**config.mk**
```make
export PLATFORM = sky130hd
export DESIGN_NAME = dsm_sample_sequencer
export DESIGN_NICKNAME = d
export VERILOG_FILES = /design/src/rtl/dsm_pkg.sv /design/src/rtl/dsm_seq_fifo.sv /design/src/rtl/dsm_sample_sequencer.sv
export SDC_FILE = /design/constraint.sdc
export NUM_CORES = 1
export LEC_CHECK = 0
export ABC_AREA = 0
export BUFFER_PORTS_ARGS = -buffer_cell sky130_fd_sc_hd__buf_2
export CAP_MARGIN = 40
export CORE_MARGIN = 3
export CORE_UTILIZATION = 35
export DETAILED_ROUTE_END_ITERATION = 10
export GPL_ROUTABILITY_DRIVEN = 1
export GPL_TIMING_DRIVEN = 0
export PLACE_DENSITY = 0.6
export SYNTH_ARGS = -nofsm -noshare
export SYNTH_HDL_FRONTEND = slang
export SYNTH_HIERARCHICAL = 1
export SYNTH_SLANG_ARGS = --single-unit
```
**constraint.sdc**
```tcl
create_clock -name clock -period 3.62 [get_ports clock]
set_input_delay 0 -clock clock [delete_from_list [all_inputs] [get_ports clock]]
set_output_delay 0 -clock clock [all_outputs]
set_load 0.01 [all_outputs]
```
**src/rtl/dsm_pkg.sv**
```systemverilog
// Shared DSM definitions: vin width, sequencer state encoding and idle vin code.
package dsm_pkg;

    localparam int unsigned VIN_W = 20;
    localparam logic [VIN_W-1:0] IDLE_CODE_DEFAULT = '0;

    typedef enum logic [1:0] {
        IDLE = 2'd0,
        RAMP = 2'd1,
        RUN  = 2'd2
    } dsm_state_e;

endpackage

```
**src/rtl/dsm_seq_fifo.sv**
```systemverilog
// Synchronous sample FIFO with flush; a DEPTH+1-state count separates full from empty.
module dsm_seq_fifo #(
    parameter int unsigned W     = 20,
    parameter int unsigned DEPTH = 4
) (
    input  logic         clock,
    input  logic         reset,
    input  logic         flush_i,
    input  logic         push_i,
    input  logic         pop_i,
    input  logic [W-1:0] data_i,
    output logic [W-1:0] head_o,
    output logic         full_o,
    output logic         empty_o
);

    localparam int unsigned AW = (DEPTH > 1) ? $clog2(DEPTH) : 1;
    localparam int unsigned CW = $clog2(DEPTH + 1);

    logic [W-1:0]  mem_q [DEPTH];
    logic [AW-1:0] wr_ptr_q, rd_ptr_q;
    logic [CW-1:0] count_q;

    always_ff @(posedge clock) begin
        if (push_i) begin
            mem_q[wr_ptr_q] <= data_i;
        end
    end

    // Power-of-two depth lets the pointers wrap by plain overflow.
    always_ff @(posedge clock) begin
        if (reset || flush_i) begin
            wr_ptr_q <= '0;
            rd_ptr_q <= '0;
            count_q  <= '0;
        end else begin
            if (push_i) wr_ptr_q <= wr_ptr_q + AW'(1);
            if (pop_i)  rd_ptr_q <= rd_ptr_q + AW'(1);
            case ({push_i, pop_i})
                2'b10:   count_q <= count_q + CW'(1);
                2'b01:   count_q <= count_q - CW'(1);
                default: count_q <= count_q;
            endcase
        end
    end

    assign head_o  = mem_q[rd_ptr_q];
    assign full_o  = (count_q == CW'(DEPTH));
    assign empty_o = (count_q == '0);

endmodule

```
**src/rtl/dsm_sample_sequencer.sv**
```systemverilog
// Paces buffered samples onto the DSM vin input once per osr clocks.
// Optional soft-start ramp enabled by defining DSM_SEQ_RAMP_EN.
module dsm_sample_sequencer #(
    parameter int unsigned           VIN_W      = dsm_pkg::VIN_W,
    parameter int unsigned           FIFO_DEPTH = 4,
    parameter logic [VIN_W-1:0]      IDLE_CODE  = dsm_pkg::IDLE_CODE_DEFAULT,
    parameter logic [VIN_W-1:0]      RAMP_STEP  = 20'h00400
) (
    input  logic             clock,
    input  logic             reset,
    input  logic             enable,
    input  logic [15:0]      osr,
    input  logic             s_valid,
    input  logic [VIN_W-1:0] s_data,
    output logic             s_ready,
    output logic [VIN_W-1:0] vin,
    output logic             sample_stb,
    output logic             underrun,
    output logic             busy
);

    import dsm_pkg::*;

    dsm_state_e       state_q, state_d;
    logic [VIN_W-1:0] vin_q, vin_d;
    logic [15:0]      cnt_q, cnt_d;
    logic             stb_q, stb_d;
    logic             underrun_q, underrun_d;

    logic             fifo_full, fifo_empty, fifo_pop, fifo_flush, fifo_push;
    logic [VIN_W-1:0] fifo_head;
    logic [15:0]      reload;
    logic             tick;

    assign reload = (osr == 16'd0) ? 16'd0 : osr - 16'd1;
    assign tick   = (cnt_q == 16'd0);

    assign s_ready   = !fifo_full;
    assign fifo_push = s_valid && !fifo_full && !fifo_flush;

    dsm_seq_fifo #(
        .W     (VIN_W),
        .DEPTH (FIFO_DEPTH)
    ) u_fifo (
        .clock   (clock),
        .reset   (reset),
        .flush_i (fifo_flush),
        .push_i  (fifo_push),
        .pop_i   (fifo_pop),
        .data_i  (s_data),
        .head_o  (fifo_head),
        .full_o  (fifo_full),
        .empty_o (fifo_empty)
    );

`ifdef DSM_SEQ_RAMP_EN
    logic             ramp_up;
    logic [VIN_W-1:0] ramp_dist;
    assign ramp_up   = (fifo_head > vin_q);
    assign ramp_dist = ramp_up ? (fifo_head - vin_q) : (vin_q - fifo_head);
`endif

    always_ff @(posedge clock) begin
        if (reset) begin
            state_q    <= IDLE;
            vin_q      <= IDLE_CODE;
            cnt_q      <= '0;
            stb_q      <= 1'b0;
            underrun_q <= 1'b0;
        end else begin
            state_q    <= state_d;
            vin_q      <= vin_d;
            cnt_q      <= cnt_d;
            stb_q      <= stb_d;
            underrun_q <= underrun_d;
        end
    end

    always_comb begin
        state_d    = state_q;
        vin_d      = vin_q;
        cnt_d      = cnt_q;
        stb_d      = 1'b0;
        underrun_d = underrun_q;
        fifo_pop   = 1'b0;
        fifo_flush = 1'b0;

        // Dropping enable outside IDLE aborts immediately, beating any tick or push.
        if (state_q != IDLE && !enable) begin
            state_d    = IDLE;
            vin_d      = IDLE_CODE;
            cnt_d      = '0;
            fifo_flush = 1'b1;
        end else begin
            case (state_q)
                IDLE: begin
                    vin_d = IDLE_CODE;
                    cnt_d = '0;
                    if (enable) begin
`ifdef DSM_SEQ_RAMP_EN
                        state_d = RAMP;
`else
                        state_d = RUN;
`endif
                        cnt_d      = reload;
                        underrun_d = 1'b0;
                    end
                end
`ifdef DSM_SEQ_RAMP_EN
                RAMP: begin
                    if (tick) begin
                        cnt_d = reload;
                        if (!fifo_empty) begin
                            if (ramp_dist <= RAMP_STEP) begin
                                vin_d    = fifo_head;
                                fifo_pop = 1'b1;
                                stb_d    = 1'b1;
                                state_d  = RUN;
                            end else if (ramp_up) begin
                                vin_d = vin_q + RAMP_STEP;
                            end else begin
                                vin_d = vin_q - RAMP_STEP;
                            end
                        end
                    end else begin
                        cnt_d = cnt_q - 16'd1;
                    end
                end
`endif
                RUN: begin
                    if (tick) begin
                        cnt_d = reload;
                        if (!fifo_empty) begin
                            vin_d    = fifo_head;
                            fifo_pop = 1'b1;
                            stb_d    = 1'b1;
                        end else begin
                            underrun_d = 1'b1;
                        end
                    end else begin
                        cnt_d = cnt_q - 16'd1;
                    end
                end
                default: begin
                    state_d = IDLE;
                    vin_d   = IDLE_CODE;
                    cnt_d   = '0;
                end
            endcase
        end
    end

    assign vin        = vin_q;
    assign sample_stb = stb_q;
    assign underrun   = underrun_q;
    assign busy       = (state_q != IDLE);

endmodule

```
==> reports/results.tsv <==
stage	metric	value	unit
outcome	status	completed	
synthesis	seq_area_frac_synth	0.6216	
critical_path	cp_slowest_cell	fa_1	
sta	fin_crit_sh	0.8937	
floorplan	die_area	16990	um2
pwr	powerDensity	526.4	nW/um2
critical_path	critPathArrivalTime	3.57	ns
job	drv_cap	0	
critical_path	worstPathRequired	3.95	ns
route	vias_per_cell	4.992	
sta	fmax	309.1	MHz
synthesis	synth_edf_count	80	
route	drt_iter0_drc	246	
floorplan	die_y	130.3	um
floorplan	start_util	0.3653	
clocking	clock_path_buffers	2	
critical_path	crit_type	register to register	
floorplan	die_w	130.3	um
clocking	cts_tree	yes	
synthesis	syn_area	5410	um2
sta	hold_viol	0	
critical_path	crit_family	simple AND/OR/NAND/NOR gates	
synthesis	synthArstFlopShare	0	
critical_path	crit_path_max_fanout	6	
floorplan	fp.coreArea	14810	um2
clocking	root_buffer	clkbuf_16	
synthesis	ys_seq_elements	128	
synthesis	synth_mux_area_frac	0.08904	
pwr	power.leakage	2.466	nW
global_route	grt_max_degree	17	
pwr	ir_drop	317.3	uV
layout	area_growth	27.29	%
critical_path	end_kind	register	
min_path	hold_class	primary input to register	
sta	setup_tns	0	ns
sta	fin_ws	0.3848	ns
synthesis	synthAdderAreaFrac	0.02220	
synthesis	synth_top_family_by_area	simple AND/OR/NAND/NOR gates	
route	postRouteWirelength	11980	um
clocking	cts_max_level	4	
clocking	clk_latency	0.41	ns
sta	fin_worst_skew	0.01009	ns
sta	slew-limit-headroom	0.4776	
global_route	grt_pass1_vias	3776	
placement	place_inst	667	
route	ant_nets	0	
critical_path	critPathLaunchType	register	
clocking	cts.sinks	128	
clocking	clkSlewWorstSetupHoldPaths	0.05	ns
placement	gp_congestion	0.9140	
global_route	grt_pass1_wl	19380	um
synthesis	synth_compound_area_frac	0.06221	
placement	placed_cell_area	6041	um2
global_route	antenna_found_initial	0	
sta	tightest_slew	0.7836	ns
synthesis	syn_inst	416	
placement	dpl_worst_slack	0.2989	ns
sta	finalMaxSlewViolations	0	
layout	layout-drive-gt1-share	0.2440	
synthesis	synth.avg_cell_area	13.01	um2
clocking	cts_buffers	17	
synthesis	synthSimpleGateAreaFrac	0.1383	
layout	antenna_cells	0	
synthesis	ys.warnings.count	6	
floorplan	io_pins	64	
critical_path	critical-path-max-stage-delay	0.43	ns
floorplan	fp-row-count	44	
placement	hpwl	8339	um
synthesis	synth_cell_types	49	
sta	rsz0062_at_grt	false	
route	vias	3619	
global_route	grt_usage	0.1521	
global_route	globalRouteOverflowTotal	0	
route	drc	0	
sta	fin_crit	3.235	ns
layout	stdcell_count	725	
route	firstDrtPassIters	5	
sta	setup_viol	0	
placement	portBuffers	63	
route	routedWlPerCell	16.53	um
synthesis	yosys_most_used_dff	edfxtp_1	
critical_path	path_buf_inv	2	
pwr	finalPower	3.625	mW
synthesis	syn-num-nets	465	
synthesis	synth_xor_area_frac	0.04371	
critical_path	cp_cell_sequence	inv_1 > ha_1 > nor3b_4 > nand3_1 > nor3_1 > and3_1 > ha_1 > inv_1 > fa_1 > xor2_1 > or3_1 > a21oi_1	
layout	layout.nets	577	
layout	final_cell_area	6887	um2
[state kept, by name, summed over array words and instances, names as in the netlist, named ones only]
signal	cells
state_q	1
underrun	1
sample_stb	1
u_fifo/count_q	3
u_fifo/rd_ptr_q	2
u_fifo/wr_ptr_q	2
cnt_q	16
u_fifo/mem_q	80
vin	20
[worst paths after layout]
path              startpoint           endpoint  cells past startpoint  slack (ns)
setup / recovery    cnt_q[0]  u_fifo/count_q[2]                     12        0.38
hold reg to reg      vin[15]            vin[15]                      2        0.45
hold / removal       osr[11]          cnt_q[11]                      4        0.02
setup reg to reg    cnt_q[0]  u_fifo/count_q[2]                     12        0.38
[through the flow]
stage            util  hold WS (ns)
5_1_grt        0.4650       0.02250
3_3_place_gp   0.4022        0.2100
4_1_cts        0.4646      0.002394
2_1_floorplan       -       0.07931
6_report       0.4650       0.02370
3_5_place_dp   0.4079        0.2214
[layout by cell type, fill, tap and decap left out, types with 8 or more instances in the layout]
cell type,synthesis,layout
mux4_2,20,20
nor3_1,12,12
inv_1,15,15
a21oi_1,31,31
xnor2_1,17,17
nor2_1,24,24
nand2_1,58,58
edfxtp_1,80,80
nand3_1,8,8
ha_1,8,8
clkbuf_16,0,17
xor2_1,10,10
dfxtp_1,48,48
buf_2,6,69
o21ai_0,8,8
dlygate4sd3_1,0,26
[synthesized netlist by cell type (2+ instances only)]
cell type  instances  area [um2]
nor3_1            12       60.06
mux4_2            20       450.4
dfxtp_1           48       960.9
xor2_1            10       87.58
nor3b_1            3       22.52
inv_1             15       56.30
buf_6              2       22.52
ha_1               8       100.1
mux2i_1            2       20.02
or3_1              4       25.02
and4_1             2       17.52
a211oi_1           3       22.52
o21ai_0            8       40.04
a21oi_1           31       155.2
nand2_1           58       217.7
nand3_1            8       40.04
nor4_1             5       31.28
and2_1             5       31.28
nor2b_1            3       18.77
nand4_1            5       31.28
o21a_1             2       15.01
clkbuf_1           4       15.01
a31oi_1            3       18.77
and3_1             4       25.02
edfxtp_1          80        2402
nor4_4             2       42.54
nor2_1            24       90.09
xnor2_1           17       148.9
nand3b_1           3       22.52
buf_2              6       30.03
[worst min-delay path, stage by stage]
cell	delay, ns
buf_2	0.13
xnor2_1	0.10
nand2_1	0.07
o22ai_1	0.08
[layout make-up]
class | count | area [um2]
inverter | 15 | 56.30
clock inverter | 12 | 142.6
multi-input combinational | 261 | 1929
fill | 1336 | 7923
sequential | 128 | 3363
tap | 184 | 230.2
clock buffer | 20 | 436.7
buffer | 12 | 67.56
timing repair buffer | 93 | 660.6
[report_power, final]
group	total (mW)	switching (mW)	internal [mW]
Clock	1.67	0.591	1.07
Sequential	1.63	0.0268	1.61
Combinational	0.325	0.182	0.143
Total	3.62	0.800	2.83
[routing by layer]
metal / global-route usage / share of wire / wire length, um
met1: 0.1924 / 0.44 / 5292
met2: 0.2511 / 0.50 / 6028
met3: 0.04298 / 0.046 / 549
met4: 0.05384 / 0.0094 / 113
met5: 0 / 0 / 0
[cell families (layout without fill, tap and decap cells)]
kind of cell,Yosys count,after routing
simple gates,146,146
flops,128,128
compound gates,56,56
xor+xnor,27,27
buf+inv,27,152
mux,23,23
fa+ha+maj,9,9
[what timing repair did]
item	CTS	global route
buffers inserted	0	0
resized for setup	0	1
endpoints found under the hold margin	85	0
hold buffers	26	0
endpoints found under the setup margin	0	1
No activity file was read; power rests on OpenSTA's default activity.
